[config.mk]
export PLATFORM = sky130hd
export DESIGN_NAME = if_fetch
export DESIGN_NICKNAME = d
export VERILOG_FILES = /design/src/rtl/if_fetch.sv
export SDC_FILE = /design/constraint.sdc
export NUM_CORES = 1
export LEC_CHECK = 0
export ABC_AREA = 1
export BUFFER_PORTS_ARGS = -buffer_cell sky130_fd_sc_hd__buf_2
export CAP_MARGIN = 20
export CORE_MARGIN = 3
export CORE_UTILIZATION = 30
export CTS_BUF_LIST = sky130_fd_sc_hd__clkbuf_8
export CTS_CLUSTER_SIZE = 10
export DETAILED_ROUTE_END_ITERATION = 10
export SLEW_MARGIN = 20
export SYNTH_ARGS = -nofsm -noshare
export SYNTH_HDL_FRONTEND = slang
export SYNTH_SLANG_ARGS = --single-unit
export TNS_END_PERCENT = 5
[constraint.sdc]
create_clock -name clk -period 3.7 [get_ports clk]
set_input_delay 0.185 -clock clk [delete_from_list [all_inputs] [get_ports clk]]
set_output_delay 0.185 -clock clk [all_outputs]
set_load 0.02 [all_outputs]
[src/rtl/if_fetch.sv]
// Instruction-fetch stage: byte-serial 4-byte fetch, IF/ID hand-off and IF stall request.
// Define ICACHE_EN to add a direct-mapped one-instruction-per-line I-cache.
module if_fetch #(
    parameter int ADDR_W       = 32,
    parameter int ICACHE_IDX_W = 7
) (
    input  logic              clk,
    input  logic              rst,
    input  logic              rdy,
    input  logic [ADDR_W-1:0] pc_i,
    input  logic [5:0]        stall_state,
    input  logic              ex_b_flag_i,
    output logic              mem_req_o,
    output logic [ADDR_W-1:0] mem_addr_o,
    input  logic              mem_byte_valid_i,
    input  logic [7:0]        mem_byte_i,
    output logic              if_valid_o,
    output logic [31:0]       if_inst_o,
    output logic [ADDR_W-1:0] if_pc_o,
    output logic              stall_req_o
);

    typedef enum logic [1:0] {IDLE, FETCH, HOLD} state_t;

    state_t            state_q, state_d;
    logic [1:0]        cnt;
    logic [2:0][7:0]   byte_buf;
    logic [ADDR_W-1:0] fetch_pc;
    logic              fetch_done;
    logic              cache_hit;
    logic [31:0]       hit_inst;

    // Only the IF/ID stall bit matters to this stage.
    logic unused_stall;
    assign unused_stall = ^{stall_state[5:2], stall_state[0]};

    assign stall_req_o = (state_q != IDLE);
    assign fetch_done  = (state_q == FETCH) && mem_byte_valid_i && (cnt == 2'd3) && !ex_b_flag_i;

`ifdef ICACHE_EN
    localparam int LINES = 1 << ICACHE_IDX_W;
    localparam int TAG_W = ADDR_W - ICACHE_IDX_W - 2;

    logic [LINES-1:0]        line_valid;
    logic [TAG_W-1:0]        tag_mem  [LINES];
    logic [31:0]             data_mem [LINES];
    logic [ICACHE_IDX_W-1:0] idx_rd, idx_wr;
    logic [TAG_W-1:0]        tag_rd, tag_wr;

    assign idx_rd    = pc_i[ICACHE_IDX_W+1:2];
    assign tag_rd    = pc_i[ADDR_W-1:ICACHE_IDX_W+2];
    assign idx_wr    = fetch_pc[ICACHE_IDX_W+1:2];
    assign tag_wr    = fetch_pc[ADDR_W-1:ICACHE_IDX_W+2];
    assign cache_hit = line_valid[idx_rd] && (tag_mem[idx_rd] == tag_rd);
    assign hit_inst  = data_mem[idx_rd];

    always_ff @(posedge clk) begin
        if (rst) begin
            line_valid <= '0;
        end else if (rdy && fetch_done) begin
            line_valid[idx_wr] <= 1'b1;
        end
    end

    // NOTE: line storage has no reset; the valid bits alone make stale contents harmless.
    always_ff @(posedge clk) begin
        if (rdy && fetch_done) begin
            tag_mem[idx_wr]  <= tag_wr;
            data_mem[idx_wr] <= {mem_byte_i, byte_buf};
        end
    end
`else
    localparam int unused_idx_w = ICACHE_IDX_W;

    assign cache_hit = 1'b0;
    assign hit_inst  = '0;
`endif

    // NOTE: sequential state uses non-blocking assignments so every register samples pre-edge values.
    always_ff @(posedge clk) begin
        if (rst) begin
            state_q <= IDLE;
        end else if (rdy) begin
            state_q <= state_d;
        end
    end

    // NOTE: next state defaults to the current state so no path leaves state_d unassigned.
    always_comb begin
        state_d = state_q;
        if (ex_b_flag_i) begin
            state_d = IDLE;
        end else begin
            case (state_q)
                IDLE:    state_d = cache_hit ? HOLD : FETCH;
                FETCH:   if (mem_byte_valid_i && cnt == 2'd3) state_d = HOLD;
                HOLD:    if (!stall_state[1]) state_d = IDLE;
                default: state_d = IDLE;
            endcase
        end
    end

    always_ff @(posedge clk) begin
        if (rst) begin
            cnt        <= '0;
            byte_buf   <= '0;
            fetch_pc   <= '0;
            mem_req_o  <= 1'b0;
            mem_addr_o <= '0;
            if_valid_o <= 1'b0;
            if_inst_o  <= '0;
            if_pc_o    <= '0;
        end else if (rdy) begin
            if (ex_b_flag_i) begin
                // A redirect drops whatever is in flight, including a word completing now.
                cnt        <= '0;
                mem_req_o  <= 1'b0;
                if_valid_o <= 1'b0;
            end else begin
                case (state_q)
                    IDLE: begin
                        if (cache_hit) begin
                            if_inst_o  <= hit_inst;
                            if_pc_o    <= pc_i;
                            if_valid_o <= 1'b1;
                        end else begin
                            fetch_pc   <= pc_i;
                            mem_addr_o <= pc_i;
                            mem_req_o  <= 1'b1;
                            cnt        <= '0;
                        end
                    end
                    FETCH: begin
                        if (mem_byte_valid_i) begin
                            if (cnt == 2'd3) begin
                                mem_req_o  <= 1'b0;
                                if_inst_o  <= {mem_byte_i, byte_buf};
                                if_pc_o    <= fetch_pc;
                                if_valid_o <= 1'b1;
                            end else begin
                                byte_buf[cnt] <= mem_byte_i;
                            end
                            cnt <= cnt + 2'd1;
                        end
                    end
                    HOLD: begin
                        if (!stall_state[1]) begin
                            if_valid_o <= 1'b0;
                        end
                    end
                    default: ;
                endcase
            end
        end
    end

endmodule

==> run summary, run 1 <==
Cell mode on critical path = nand2_1
First-pass GRT wire length = 22,600 um
Rows = 45
Chip width = 133 um
Yosys warns = 0
Via density = 4.58
Period minus WS final = 2130 ps
Post-CTS Setup Inserts = 0
Pwr Density = 456 mW/mm2
Post-synth cell types = 20
DP Worst Slack = 1580 ps
FF-to-FF Start = cnt[0]
Top layer in use = met5
Synthesized area = 0.00485 mm2
# resized after CTS = 0
Commonest non-fill, non-tap cell in the layout = buf_2
Initial antenna violation count = 1
Flops & latches, synth = 126
WL met1 = 6230 um
Final max-slew violation count = 0
Root buf cell = clkbuf_8
Max IR drop VDD = 0.237 mV
Clock skew = 11.8 ps
Synth area leader = dfxtp_1
DR vias = 4,621
Setup TNS = 0 ps
DR WL/cell = 13.8 um
Most frequent cells in the layout = buf_2 (144), dfxtp_1 (126), nor2_1 (120)
Layout cell share with drive strength beyond 1 = 24.5%
RR Endpoint = if_pc_o[10]
Worst skew pair latency = 430 ps
Critical path class = flop to flop
Vias in the first global route = 4,491
Max_cap viols = 0
Number of routed nets with antenna violations = 0
Worst-Margin Slew = 819 ps
Final hold violations = 0
Gpl congestion = 0.750
Overall Global Routing Usage = 15.8%
Slew HR = 45.2%
Clk sinks = 126
Mapped Cells = 631
HPWL after detailed placement = 8440 um
Leakage = 0.00273 uW
HP Class = primary input to flop
Syn_area_per_cell = 7.68 um2
Max stage delay cell, worst path = nand2_2
Met2 WL = 6450 um
Crit-path cells = ha_1 > nand2_1 > nor2_4 > nand2_2 > buf_4 > nand2_1 > a21oi_1
Drt initial violations = 286
Clk pin slew, worst setup/hold paths = 80 ps
Die area = 0.0177 mm2
CORE AREA = 0.0155 mm2
Top achievable clock speed = 469 MHz
Largest cells by area after synthesis = dfxtp_1 (52%), nor2_1 (9.4%), nand2_1 (8.1%)
Residual DRC count = 0
Worst Hold Path EP = if_inst_o[25]
Final wirelength = 13,900 um
Area delta synth->final = 31.9%
Crit path capture type = flop
RSZ-0062 raised after global routing = false
Starting Density = 31.3%
Pin count of the biggest net entering global routing = 70
Port Buffers = 144
CP startpoint kind = flop
Io pins = 150
Share of the synthesized area in the top cell type = 52.0%
PnR worst setup slack = 1570 ps
Status = complete, no violations
TritonCTS buffer count = 17
H-Tree Depth = 4
Nets = 838
Crit-path max cell delay = 480 ps
Register area share after synthesis = 52.0%
Syn Nets = 686
CTS Buffer Depth = 2
Final setup vio count = 0
Fin crit share = 57.7%
Initial DRT Pass Iterations = 4
Die Span Y = 133 um
WHS Path Cells = 3
Required @ worst endpoint = 4050 ps
Met3 wire len = 946 um
R2R cell count = 7
CP max FO = 33
Setup slack, reg-to-reg = 1570 ps
Data arrival time of the worst path = 2480 ps
Filler cells = 1,601
Grt ovf = 0
Hold path start = mem_byte_i[1]
TritonCTS clock tree = done
## stage by stage
step	power (uW)	hold WS (ps)	instance area [um2]	util, %	cells
global placement	1650	425	5650	36.5	944
floorplan	1570	333	4850	-	631
CTS	2960	2.01	6390	41.3	1007
finish	2910	45.6	6390	41.3	1008
global route	3060	9.90	6390	41.3	1007
detailed placement	1650	432	5650	36.5	944
## worst max-delay path: cells and delay by family (launching register included)
kind                       cells  cell delay, ps
AOI/OAI and AO/OA              1             150
DFF                            1             350
adders and majority gates      1             270
and+or+nand+nor                4             790
buffers and inverters          1             480
## kinds of logic after synthesis
| logic type | Yosys count | share of synthesized area (%) |
|---|---|---|
| compound gates | 102 | 10.5 |
| flops | 126 | 52.0 |
| buf+inv | 71 | 6.79 |
| simple gates | 328 | 29.6 |
| fa+ha+maj | 4 | 1.03 |
## Yosys cell counts, drive strengths merged
library cell,instances
inv,22
ha,4
nand4,28
dfxtp,126
nand3,67
nor2,125
a21oi,68
nor3,2
nand2,106
clkbuf,18
o21ai,34
buf,31
## report_power, final
group	switching (uW)	internal (uW)	total, uW
registers	20.4	1380	1400
logic	152	88.5	241
clock network	566	703	1270
## flip-flops by register name (all words and copies together), names as in the netlist
name / cells
if_valid_o: 1
fetch_pc: 32
if_inst_o: 32
cnt: 2
if_pc_o: 32
state_q: 2
mem_req_o: 1
byte_buf: 24
## area by class of cell
class,count,area (um2),share of cell area (%)
Multi-Input combinational cell,434,2010,31.5
Timing Repair Buffer,182,1080,16.9
Clock buffer,19,262,4.09
Clock inverter,13,164,2.56
Sequential cell,126,2520,39.4
Inverter,22,82.6,1.29
Antenna cell,1,2.50,0.0391
Tap cell,211,264,4.13
## routing by layer
layer / track usage, % / vias up
met5: 0 / -
met4: 5.49 / 2
met3: 5.36 / 17
met2: 25.7 / 128
met1: 19.6 / 2090
li1: - / 2384
## repair_timing
item	CTS	global route
hold buffers	31	0
hold endpoints to repair	31	0
endpoints found under the setup margin	0	0
## worst max path at each step
| stage | slack (ps) | depth (start not counted) | start | endpoint |
|---|---|---|---|---|
| after floorplan | 2280 | 8 | cnt[0] | if_inst_o[0] |
| after global placement | 1580 | 7 | cnt[0] | if_inst_o[26] |
| after detailed placement | 1580 | 7 | cnt[0] | if_inst_o[19] |
| after CTS | 1540 | 7 | cnt[0] | if_inst_o[22] |
| after global routing | 1340 | 7 | cnt[0] | if_pc_o[8] |
| final | 1570 | 7 | cnt[0] | if_pc_o[10] |
No activity file was read; power rests on OpenSTA's default activity.
==> inputs of run 2 (changes only) <==
==> constraint.sdc (replaced) <==
create_clock -name clk -period 1.79 [get_ports clk]
set_input_delay 0.0895 -clock clk [delete_from_list [all_inputs] [get_ports clk]]
set_output_delay 0.0895 -clock clk [all_outputs]
set_load 0.02 [all_outputs]
==> run 2 against run 1 <==
Clock-buffer cell count unchanged. Clock skew grew 0.72 ps. Fmax is 31% higher. Via count is 1.7% higher. Critical path depth unchanged. Core utilization up 1.6 points. Combinational power grew 120%. Highest routed layer is now met4. Largest cell class unchanged. Total power up 110%. Die area stayed put.
==> run summary, run 2 (synthesized netlist as in run 1, its figures left out) <==
Int Power = 4650 uW (+110%)
Worst Hold Path EP = if_valid_o
Commonest non-fill, non-tap cell in the layout = buf_2
Io pins = 150 (unchanged)
Period minus WS final = 1630 ps (-502 ps)
First-pass GRT wire length = 22,100 um (-2.1%)
Setup slack, reg-to-reg = 160 ps (-1410 ps)
Setup TNS = 0 ps (unchanged)
Top achievable clock speed = 613 MHz (+31%)
CP startpoint kind = flop
Final Cell Area = 0.00664 mm2 (+3.8%)
Nets = 863 (+3.0%)
Root buf cell = clkbuf_8
Most frequent cells in the layout = buf_2 (144), dfxtp_1 (126), nor2_1 (121)
Grt ovf = 0 (unchanged)
Final wirelength = 13,900 um (about the same)
Max stage delay cell, worst path = dfxtp_1
Fin crit share = 91.2% (+34 points)
Vias in the first global route = 4,340 (-3.4%)
Area delta synth->final = 36.9%
Filler cells = 1,582 (-1.2%)
Crit-path cells = ha_1 > nand2_1 > nor2_4 > nand2_2 > buf_4 > nand2_1 > a21oi_1
Port Buffers = 144 (unchanged)
Tot Pwr = 6130 uW (+110%)
TritonCTS clock tree = done
Slew HR = 60.3% (+15 points)
DR WL/cell = 13.5 um (-2.4%)
Clk sinks = 126 (unchanged)
Clk pin slew, worst setup/hold paths = 70 ps (about the same)
RR Endpoint = if_inst_o[9]
Leakage = 0.00289 uW (+5.6%)
Critical path class = flop to flop
Rows = 45 (unchanged)
Cell mode on critical path = nand2_1
Final hold violations = 0 (unchanged)
Initial DRT Pass Iterations = 4 (unchanged)
Pin count of the biggest net entering global routing = 54 (-23%)
Drt initial violations = 165 (-42%)
Data arrival time of the worst path = 1920 ps (-560 ps)
WHS Path Cells = 4 (+1)
Combinational share of power = 8.7% (+0.4 points)
FF-to-FF Start = cnt[0]
Gpl congestion = 0.795 (+5.9%)
Worst skew pair latency = 440 ps (about the same)
Layout Utilization = 42.9% (+1.6 points)
Crit path capture type = flop
CORE AREA = 0.0155 mm2 (unchanged)
Via density = 4.55 (-0.75%)
DP Area = 0.00579 mm2 (+2.4%)
Clock power frac = 44.0% (+0.4 points)
H-Tree Depth = 4 (unchanged)
Starting Density = 31.3% (unchanged)
Chip width = 133 um (unchanged)
Initial antenna violation count = 0 (-1)
Pwr Density = 923 mW/mm2 (+100%)
Min Hold Slack = 42.9 ps (-2.66 ps)
RSZ-0062 raised after global routing = false
Residual DRC count = 0 (unchanged)
DR vias = 4,700 (+1.7%)
Required @ worst endpoint = 2080 ps (-1970 ps)
Worst-Margin Slew = 596 ps (-223 ps)
Sequential power share = 47.3% (-0.9 points)
Max IR drop VDD = 0.431 mV (+82%)
HP Class = primary input to flop
Max_cap viols = 0 (unchanged)
TritonCTS buffer count = 17 (unchanged)
Sw Share = 24.2% (-1.2 points)
Hold path start = rdy
Largest registers = fetch_pc: 32 flops, if_inst_o: 32 flops, if_pc_o: 32 flops
Final max-slew violation count = 0 (unchanged)
Status = complete, no violations
Clock skew = 12.6 ps (+0.722 ps)
Crit-path max cell delay = 390 ps (-90 ps)
CTS Buffer Depth = 2 (unchanged)
R2R cell count = 7 (unchanged)
CP max FO = 32 (-3.0%)
Layout cell share with drive strength beyond 1 = 25.1% (+0.59 points)
Die Span Y = 133 um (unchanged)
HPWL after detailed placement = 9170 um (+8.7%)
Final setup vio count = 0 (unchanged)
Overall Global Routing Usage = 15.5% (-0.33 points)
Die area = 0.0177 mm2 (unchanged)
Switch Pwr = 1480 uW (+100%)
Number of routed nets with antenna violations = 0 (unchanged)
[run 2: metrics by stage]
| stage | cells | setup slack, ps |
|---|---|---|
| after floorplan | 631 | 370 |
| after global placement | 959 | 193 |
| after detailed placement | 959 | 142 |
| after CTS | 1032 | 128 |
| after global routing | 1032 | 0.905 |
| final | 1033 | 158 |
[run 2: how the worst max path moves through the flow]
stage               slack, ps   start      endpoint
global route              0.9  cnt[0]   if_pc_o[24]
CTS                       130  cnt[0]  if_inst_o[9]
finish                    160  cnt[0]  if_inst_o[9]
global placement          190  cnt[0]   if_pc_o[18]
detailed placement        140  cnt[0]  if_inst_o[9]
floorplan                 370  cnt[0]  if_inst_o[0]
[run 2: critical path, delay by kind of cell (launching register included)]
family | cells | cell delay, ps
simple gates | 4 | 500
buf+inv | 1 | 270
fa+ha+maj | 1 | 260
compound gates | 1 | 60
flops | 1 | 390
[run 2: final cells by class]
class,instances,area [um2],share of cell area (%)
Inverter,22,82.6,1.24
Multi-Input combinational cell,434,2010,30.3
Clock buffer,19,262,3.94
Sequential cell,126,2520,38.0
Tap cell,211,264,3.98
Antenna cell,1,2.50,0.0377
Timing Repair Buffer,207,1320,19.9
Clock inverter,13,171,2.58
[run 2: power groups by stage]
stage / combinational [uW] / sequential [uW] / clock [uW]
detailed placement: 463 / 2970 / 0
CTS: 531 / 2900 / 2790
floorplan: 215 / 3020 / 0
global placement: 462 / 2960 / 0
finish: 532 / 2900 / 2700
global route: 587 / 2910 / 2880
[run 2: what timing repair did]
action | 4_1_cts | 5_1_grt
buffers inserted | 0 | 0
hold endpoints to repair | 41 | 0
gates resized for setup | 0 | 0
hold buffers | 41 | 0
[run 2: routing by layer]
layer / track usage [%] / vias up / share of wire, %
li1: - / 2434 / -
met2: 23.8 / 121 / 46
met3: 5.25 / 18 / 6.6
met4: 6.46 / 0 / 1.9
met1: 19.8 / 2127 / 46
met5: 0 / - / 0
